[src/rtl/imm_gen_stage_pkg.sv]
// Shared opcode constants and format tags for the immediate-generation stage.
package imm_pkg;

  localparam logic [6:0] OPC_LUI    = 7'b0110111;
  localparam logic [6:0] OPC_AUIPC  = 7'b0010111;
  localparam logic [6:0] OPC_JAL    = 7'b1101111;
  localparam logic [6:0] OPC_JALR   = 7'b1100111;
  localparam logic [6:0] OPC_BRANCH = 7'b1100011;
  localparam logic [6:0] OPC_LOAD   = 7'b0000011;
  localparam logic [6:0] OPC_STORE  = 7'b0100011;
  localparam logic [6:0] OPC_OPIMM  = 7'b0010011;
  localparam logic [6:0] OPC_OP     = 7'b0110011;
  localparam logic [6:0] OPC_SYSTEM = 7'b1110011;

  typedef enum logic [2:0] {
    FMT_R   = 3'd0,
    FMT_I   = 3'd1,
    FMT_S   = 3'd2,
    FMT_B   = 3'd3,
    FMT_U   = 3'd4,
    FMT_J   = 3'd5,
    FMT_Z   = 3'd6,
    FMT_ILL = 3'd7
  } fmt_e;

endpackage

[src/rtl/imm_gen_stage_if.sv]
// Input/output handshake bundle of imm_gen_stage; master is the fetch/execute side.
interface imm_gen_stage_if
  import imm_pkg::*;
#(
  parameter int unsigned N = 32
);
  logic          flush;
  logic          in_valid;
  logic          in_ready;
  logic [31:0]   in_instr;
  logic          out_valid;
  logic          out_ready;
  logic [31:0]   out_instr;
  logic [N-1:0]  out_imm;
  fmt_e          out_fmt;
  logic          out_illegal;

  modport master (
    output flush, in_valid, in_instr, out_ready,
    input  in_ready, out_valid, out_instr, out_imm, out_fmt, out_illegal
  );

  modport slave (
    input  flush, in_valid, in_instr, out_ready,
    output in_ready, out_valid, out_instr, out_imm, out_fmt, out_illegal
  );
endinterface

[src/rtl/imm_gen_stage_decode.sv]
// Combinational RV32/RV64 instruction-to-immediate decoder.
// Optional: IMM_CSR_EN adds the Z format for CSR*I immediates.
module imm_decode
  import imm_pkg::*;
#(
  parameter int unsigned N = 32
) (
  input  logic [31:0]  instr_i,
  output logic [N-1:0] imm_o,
  output fmt_e         fmt_o,
  output logic         illegal_o
);
  logic [6:0]  opc;
  logic [2:0]  funct3;
  logic [31:0] raw;

  assign opc    = instr_i[6:0];
  assign funct3 = instr_i[14:12];

  always_comb begin
    raw       = '0;
    fmt_o     = FMT_ILL;
    illegal_o = 1'b0;
    unique case (opc)
      OPC_LUI, OPC_AUIPC: begin
        raw   = {instr_i[31:12], 12'b0};
        fmt_o = FMT_U;
      end
      OPC_JAL: begin
        raw   = {{11{instr_i[31]}}, instr_i[31], instr_i[19:12], instr_i[20],
                 instr_i[30:21], 1'b0};
        fmt_o = FMT_J;
      end
      OPC_BRANCH: begin
        raw   = {{19{instr_i[31]}}, instr_i[31], instr_i[7], instr_i[30:25],
                 instr_i[11:8], 1'b0};
        fmt_o = FMT_B;
      end
      OPC_STORE: begin
        raw   = {{20{instr_i[31]}}, instr_i[31:25], instr_i[11:7]};
        fmt_o = FMT_S;
      end
      OPC_LOAD, OPC_JALR: begin
        raw   = {{20{instr_i[31]}}, instr_i[31:20]};
        fmt_o = FMT_I;
      end
      OPC_OPIMM: begin
        fmt_o = FMT_I;
        // Shift amounts exclude funct7 so srai does not leak 0x400 into the immediate.
        if (funct3 == 3'b001 || funct3 == 3'b101)
          raw = (N == 64) ? {26'b0, instr_i[25:20]} : {27'b0, instr_i[24:20]};
        else
          raw = {{20{instr_i[31]}}, instr_i[31:20]};
      end
      OPC_SYSTEM: begin
`ifdef IMM_CSR_EN
        if (funct3[2]) begin
          raw   = {27'b0, instr_i[19:15]};
          fmt_o = FMT_Z;
        end else begin
          raw   = {{20{instr_i[31]}}, instr_i[31:20]};
          fmt_o = FMT_I;
        end
`else
        raw   = {{20{instr_i[31]}}, instr_i[31:20]};
        fmt_o = FMT_I;
`endif
      end
      OPC_OP: begin
        raw   = '0;
        fmt_o = FMT_R;
      end
      default: begin
        raw       = '0;
        fmt_o     = FMT_ILL;
        illegal_o = 1'b1;
      end
    endcase
  end

  // Zero-extended forms keep raw[31]=0, so a plain sign extension covers both.
  always_comb begin
    imm_o = '0;
    for (int unsigned i = 0; i < 32; i++)
      imm_o[i] = raw[i];
    for (int unsigned i = 32; i < N; i++)
      imm_o[i] = raw[31];
  end
endmodule

[src/rtl/imm_gen_stage.sv]
// Registered immediate-generation stage with a DEPTH-entry in-order buffer and flush.
// Optional: IMM_CSR_EN (forwarded to imm_decode) enables the Z format.
module imm_gen_stage
  import imm_pkg::*;
#(
  parameter int unsigned N     = 32,
  parameter int unsigned DEPTH = 2
) (
  input  logic             clk,
  input  logic             rst,
  imm_gen_stage_if.slave   bus
);
  localparam int unsigned CW = $clog2(DEPTH + 1);

  typedef struct packed {
    logic [31:0]  instr;
    logic [N-1:0] imm;
    fmt_e         fmt;
    logic         illegal;
  } entry_t;

  entry_t         ent_q [DEPTH];
  entry_t         ent_d [DEPTH];
  entry_t         new_ent;
  logic [CW-1:0]  count_q, count_d;
  logic [CW-1:0]  widx;
  logic           accept, pop;
  logic [N-1:0]   dec_imm;
  fmt_e           dec_fmt;
  logic           dec_ill;

  imm_decode #(.N(N)) u_dec (
    .instr_i   (bus.in_instr),
    .imm_o     (dec_imm),
    .fmt_o     (dec_fmt),
    .illegal_o (dec_ill)
  );

  assign new_ent = '{instr: bus.in_instr, imm: dec_imm, fmt: dec_fmt, illegal: dec_ill};

  assign bus.in_ready    = (count_q < CW'(DEPTH));
  assign bus.out_valid   = (count_q != '0);
  assign bus.out_instr   = ent_q[0].instr;
  assign bus.out_imm     = ent_q[0].imm;
  assign bus.out_fmt     = ent_q[0].fmt;
  assign bus.out_illegal = ent_q[0].illegal;

  assign accept = bus.in_valid && bus.in_ready;
  assign pop    = bus.out_valid && bus.out_ready;
  assign widx   = count_q - CW'(pop);

  // Head lives at index 0; a pop shifts the queue down and the new entry lands
  // in the first free slot after that shift, which keeps FIFO order on accept+pop.
  always_comb begin
    ent_d   = ent_q;
    count_d = count_q;
    if (bus.flush) begin
      count_d = '0;
    end else begin
      if (pop) begin
        for (int unsigned i = 0; i + 1 < DEPTH; i++)
          ent_d[i] = ent_q[i + 1];
      end
      if (accept) begin
        for (int unsigned i = 0; i < DEPTH; i++)
          if (CW'(i) == widx)
            ent_d[i] = new_ent;
      end
      count_d = count_q + CW'(accept) - CW'(pop);
    end
  end

  always_ff @(posedge clk) begin
    if (rst) begin
      count_q <= '0;
      for (int unsigned i = 0; i < DEPTH; i++)
        ent_q[i] <= '0;
    end else begin
      count_q <= count_d;
      ent_q   <= ent_d;
    end
  end
endmodule

[src/flat_wrapper.sv]
// flat-port wrapper written by rule: the top's interface ports become plain ports
module imm_gen_stage_flat import imm_pkg::*;
#(
  parameter int unsigned N     = 32,
  parameter int unsigned DEPTH = 2
)
  (clk, rst, bus_flush, bus_in_valid, bus_in_instr, bus_out_ready, bus_in_ready, bus_out_valid, bus_out_instr, bus_out_imm, bus_out_fmt, bus_out_illegal);
  imm_gen_stage_if #(.N(N)) bus_i ();
  input  logic clk;
  input  logic rst;
  input wire logic [$bits(bus_i.flush)-1:0] bus_flush;
  input wire logic [$bits(bus_i.in_valid)-1:0] bus_in_valid;
  input wire logic [$bits(bus_i.in_instr)-1:0] bus_in_instr;
  input wire logic [$bits(bus_i.out_ready)-1:0] bus_out_ready;
  output wire logic [$bits(bus_i.in_ready)-1:0] bus_in_ready;
  output wire logic [$bits(bus_i.out_valid)-1:0] bus_out_valid;
  output wire logic [$bits(bus_i.out_instr)-1:0] bus_out_instr;
  output wire logic [$bits(bus_i.out_imm)-1:0] bus_out_imm;
  output wire logic [$bits(bus_i.out_fmt)-1:0] bus_out_fmt;
  output wire logic [$bits(bus_i.out_illegal)-1:0] bus_out_illegal;
  assign bus_i.flush = bus_flush;
  assign bus_i.in_valid = bus_in_valid;
  assign bus_i.in_instr = bus_in_instr;
  assign bus_i.out_ready = bus_out_ready;
  assign bus_in_ready = bus_i.in_ready;
  assign bus_out_valid = bus_i.out_valid;
  assign bus_out_instr = bus_i.out_instr;
  assign bus_out_imm = bus_i.out_imm;
  assign bus_out_fmt = bus_i.out_fmt;
  assign bus_out_illegal = bus_i.out_illegal;
  imm_gen_stage #(.N(N), .DEPTH(DEPTH)) u_core (.clk(clk), .rst(rst), .bus(bus_i));
endmodule
[config.mk]
export PLATFORM = sky130hd
export DESIGN_NAME = imm_gen_stage_flat
export DESIGN_NICKNAME = d
export VERILOG_FILES = /design/src/rtl/imm_gen_stage_pkg.sv /design/src/rtl/imm_gen_stage_if.sv /design/src/rtl/imm_gen_stage_decode.sv /design/src/rtl/imm_gen_stage.sv /design/src/flat_wrapper.sv
export SDC_FILE = /design/constraint.sdc
export NUM_CORES = 1
export LEC_CHECK = 0
export CAP_MARGIN = 30
export CORE_ASPECT_RATIO = 1.5
export CORE_UTILIZATION = 49
export CTS_CLUSTER_SIZE = 12
export DETAILED_ROUTE_END_ITERATION = 7
export PLACE_DENSITY = 0.87
export SYNTH_ARGS = -nofsm -noshare
export SYNTH_HDL_FRONTEND = slang
export SYNTH_SLANG_ARGS = --single-unit
[constraint.sdc]
create_clock -name clk -period 2.27 [get_ports clk]
set_input_delay 0.454 -clock clk [delete_from_list [all_inputs] [get_ports clk]]
set_output_delay 0.454 -clock clk [all_outputs]
set_load 0.01 [all_outputs]
==> results of run 1 <==
state kept, by name, summed over array words and instances, names as in the netlist:
name	cells
u_core.bus.out_illegal	1
u_core.bus.out_imm	32
u_core.count_q	2
u_core.ent_q	68
u_core.bus.out_fmt	3
u_core.bus.out_instr	32
layer usage:
metal | GRT usage, % | part of all wire (%)
met5 | 0 | 0
met4 | 19.9 | 5.8
met3 | 6.61 | 7.4
met2 | 47.0 | 49
met1 | 31.8 | 38
repair_timing:
item | 4_1_cts | 5_1_grt
buffers inserted | 0 | 0
resized for setup | 0 | 1
endpoints found under the setup margin | 0 | 1
area by class of cell:
| class | instances | area (sq um) | area share, % |
|---|---|---|---|
| timing repair buffer | 178 | 1700 | 20.1 |
| clock inverter | 8 | 95.1 | 1.12 |
| multi-input combinational | 587 | 3200 | 37.7 |
| inverter | 11 | 41.3 | 0.487 |
| sequential | 138 | 2760 | 32.6 |
| clock buffer | 22 | 474 | 5.60 |
| tap | 162 | 203 | 2.39 |
critical path: cells and delay by family:
kind                     cells  cell delay, ns
AO/OA/AOI/OAI                2            0.26
adder cells (fa/ha/maj)      1            0.20
buffers and inverters        5            1.14
AND/OR/NAND/NOR              2            0.42
cell families (layout without fill, tap and decap cells):
family / after synthesis / after routing
simple gates: 330 / 330
xor+xnor: 2 / 2
buf+inv: 147 / 219
fa+ha+maj: 2 / 2
flops: 138 / 138
compound gates: 253 / 253
final timing paths:
path	slack, ns	startpoint	endpoint
max reg2reg	0.13	u_core.count_q[0]	u_core.ent_q[14]
max	0.1	bus_out_ready	u_core.ent_q[14]
min reg2reg	0.45	u_core.ent_q[37]	u_core.ent_q[37]
min	0.38	rst	u_core.ent_q[34]
stage by stage:
| step | instance area [sq um] | TNS (ns) | hold WS [ns] |
|---|---|---|---|
| finish | 8470 | 0 | 0.382 |
| global route | 8470 | 0 | 0.392 |
| CTS | 8470 | 0 | 0.374 |
| detailed placement | 7900 | -23.78 | 0.447 |
| global placement | 7900 | -19.37 | 0.442 |
| floorplan | 6810 | 0 | 0.432 |
where the power goes:
part	switching, mW	total, mW	leakage, nW	internal, mW
clock	1.02	2.70	0.278	1.68
sequential	0.119	2.71	1.12	2.60
combinational	0.769	1.45	1.58	0.676
total	1.91	6.86	2.98	4.95
layout by cell type, fill, tap and decap left out, types with 2 or more instances in the layout:
master	n
nand3_2	2
nor3_2	2
nand3_1	15
and2_1	4
buf_4	65
o21ai_1	13
o211ai_1	2
inv_1	9
xnor2_1	2
a211oi_1	46
nand4_1	7
a21oi_1	90
a311oi_1	8
nand3b_1	2
nor3_1	9
clkbuf_1	2
nand2_2	2
nor2_1	80
nand2b_1	4
bufinv_16	2
clkbuf_8	3
o21ai_0	8
a32oi_1	4
a31oi_1	20
dfxtp_1	138
a22o_1	6
a221oi_1	4
clkbuf_16	17
buf_12	8
a211oi_2	2
clkdlybuf4s50_1	105
clkinvlp_4	2
a22oi_1	10
nor2_2	3
o22ai_1	27
clkinv_2	4
nand2_1	185
and4b_1	2
inv_2	2
==> impl_metrics.json, run 1 <==
{
  "status": "finished, violations left",
  "violations": "design-rule violations",
  "synth_most_common_cell": "nand2_1",
  "insertion_delay_ns": 0.43,
  "cts_buffer_depth": 2,
  "routed_wl_microns": 19800,
  "vias": 6706,
  "dp_worst_setup_slack_ns": -0.294,
  "core.rowCount": 52,
  "syn_to_final_growth_pct": 24.7,
  "start_util_pct": 50.2,
  "cts-root-buf": "clkbuf_16",
  "p_leak_nw": 2.98,
  "hold_path_class": "in -> reg",
  "cts.sinks": 138,
  "ys_types": 60,
  "maxSlewViolCount": 0,
  "tritoncts": "yes",
  "synthesis.nets": 911,
  "dp_hpwl_microns": 13300,
  "drive_gt1_share_pct": 13.9,
  "die_x_microns": 98.1,
  "finalPower_mw": 6.86,
  "max_freq_ghz": 0.460,
  "core_area_sq_mm": 0.0135,
  "synthSimpleGateAreaFrac_pct": 21.3,
  "critPathMostFrequentCell": "buf_4",
  "powerDensity_mw_per_mm2": 810,
  "required_ns": 2.62,
  "gp_congestion": 0.861,
  "layout.nets": 972,
  "chipHeight_microns": 146,
  "synth-xor-area-share_pct": 0.258,
  "place_inst": 1076,
  "final_cells": 1106,
  "synth_top_cell_by_area": "dfxtp_1",
  "fillCellCount": 1125,
  "drv_cap": 0,
  "cts.htree.levels": 4,
  "grt_pass1_vias": 6551,
  "dieArea_sq_mm": 0.0143,
  "io_buffer_count": 106,
  "yosys_register_bits": 138,
  "worst_ir_drop_vdd_uv": 533,
  "synth_top_family_by_area": "compound AO/OA/AOI/OAI gates",
  "drt-wirelength-per-cell_microns": 17.9,
  "rsz0062_at_grt": "false",
  "cp.arrival_ns": 2.52,
  "synthCells": 872,
  "synth_top_area_share_pct": 40.7,
  "crit_slowest_cell": "clkdlybuf4s50_1",
  "rr_worst_depth": 9,
  "cts_buffers": 17,
  "crit_chain": "clkdlybuf4s50_1 > o21ai_2 > inv_2 > ha_4 > buf_4 > buf_4 > nor4_4 > buf_12 > nand4_1 > a21oi_1",
  "min_period_over_period_pct": 95.7,
  "fin_skew_ns": 0.00517,
  "ys.flop_type": "dfxtp_1",
  "antenna_found_initial": 0,
  "synth_seq_area_share_pct": 40.7,
  "final_core_util_pct": 62.6,
  "yosys_warnings": 0,
  "hold_depth": 2,
  "firstDrtPassIters": 8,
  "hold_buffers": 0,
  "max_slew.worst_pin.slew_ns": 0.642,
  "setup_slack_ns": 0.0982,
  "critical_path_class": "in -> reg",
  "drtAntennaViolNets": 0,
  "gr-total-overflow": 0,
  "setup_viol": 0,
  "syn_area_per_cell_sq_um": 7.79,
  "synth_edf_count": 0,
  "synthTopCellsByCount": "nand2_1 (185), dfxtp_1 (138), a21oi_1 (90)",
  "synthAdderAreaFrac_pct": 0.368,
  "finalCriticalPeriod_ns": 2.17,
  "synth_compound_area_share_pct": 24.5,
  "grt_pass1_wl_microns": 32200,
  "path_clk_slew_ns": 0.06,
  "synth_mux_area_share_pct": 0,
  "cp-start-kind": "input pin",
  "synthArstFlopShare_pct": 0,
  "crit_fanout": 59,
  "drc": 3,
  "avgViaCountPerCell": 6.06,
  "cp-end-kind": "register",
  "critical-path-max-stage-delay_ns": 0.47,
  "syn_area_sq_mm": 0.00679,
  "maxSlewHeadroom_pct": 57.2,
  "ios": 107,
  "synth_area_leaders": "dfxtp_1 (41%), nand2_1 (10%), buf_4 (8.0%)",
  "grt.total_usage_pct": 28.3,
  "diodes": 0,
  "first_iter_violations": 605,
  "grt_max_degree": 64,
  "hold_viol_final": 0
}
(Power assumes the default switching activity.)
==> inputs of run 2 (changes only) <==
ABC_AREA = 0   (was default)
==> results of run 2 <==
Same layout as run 1: the final DEF is identical, and so are final timing and power.
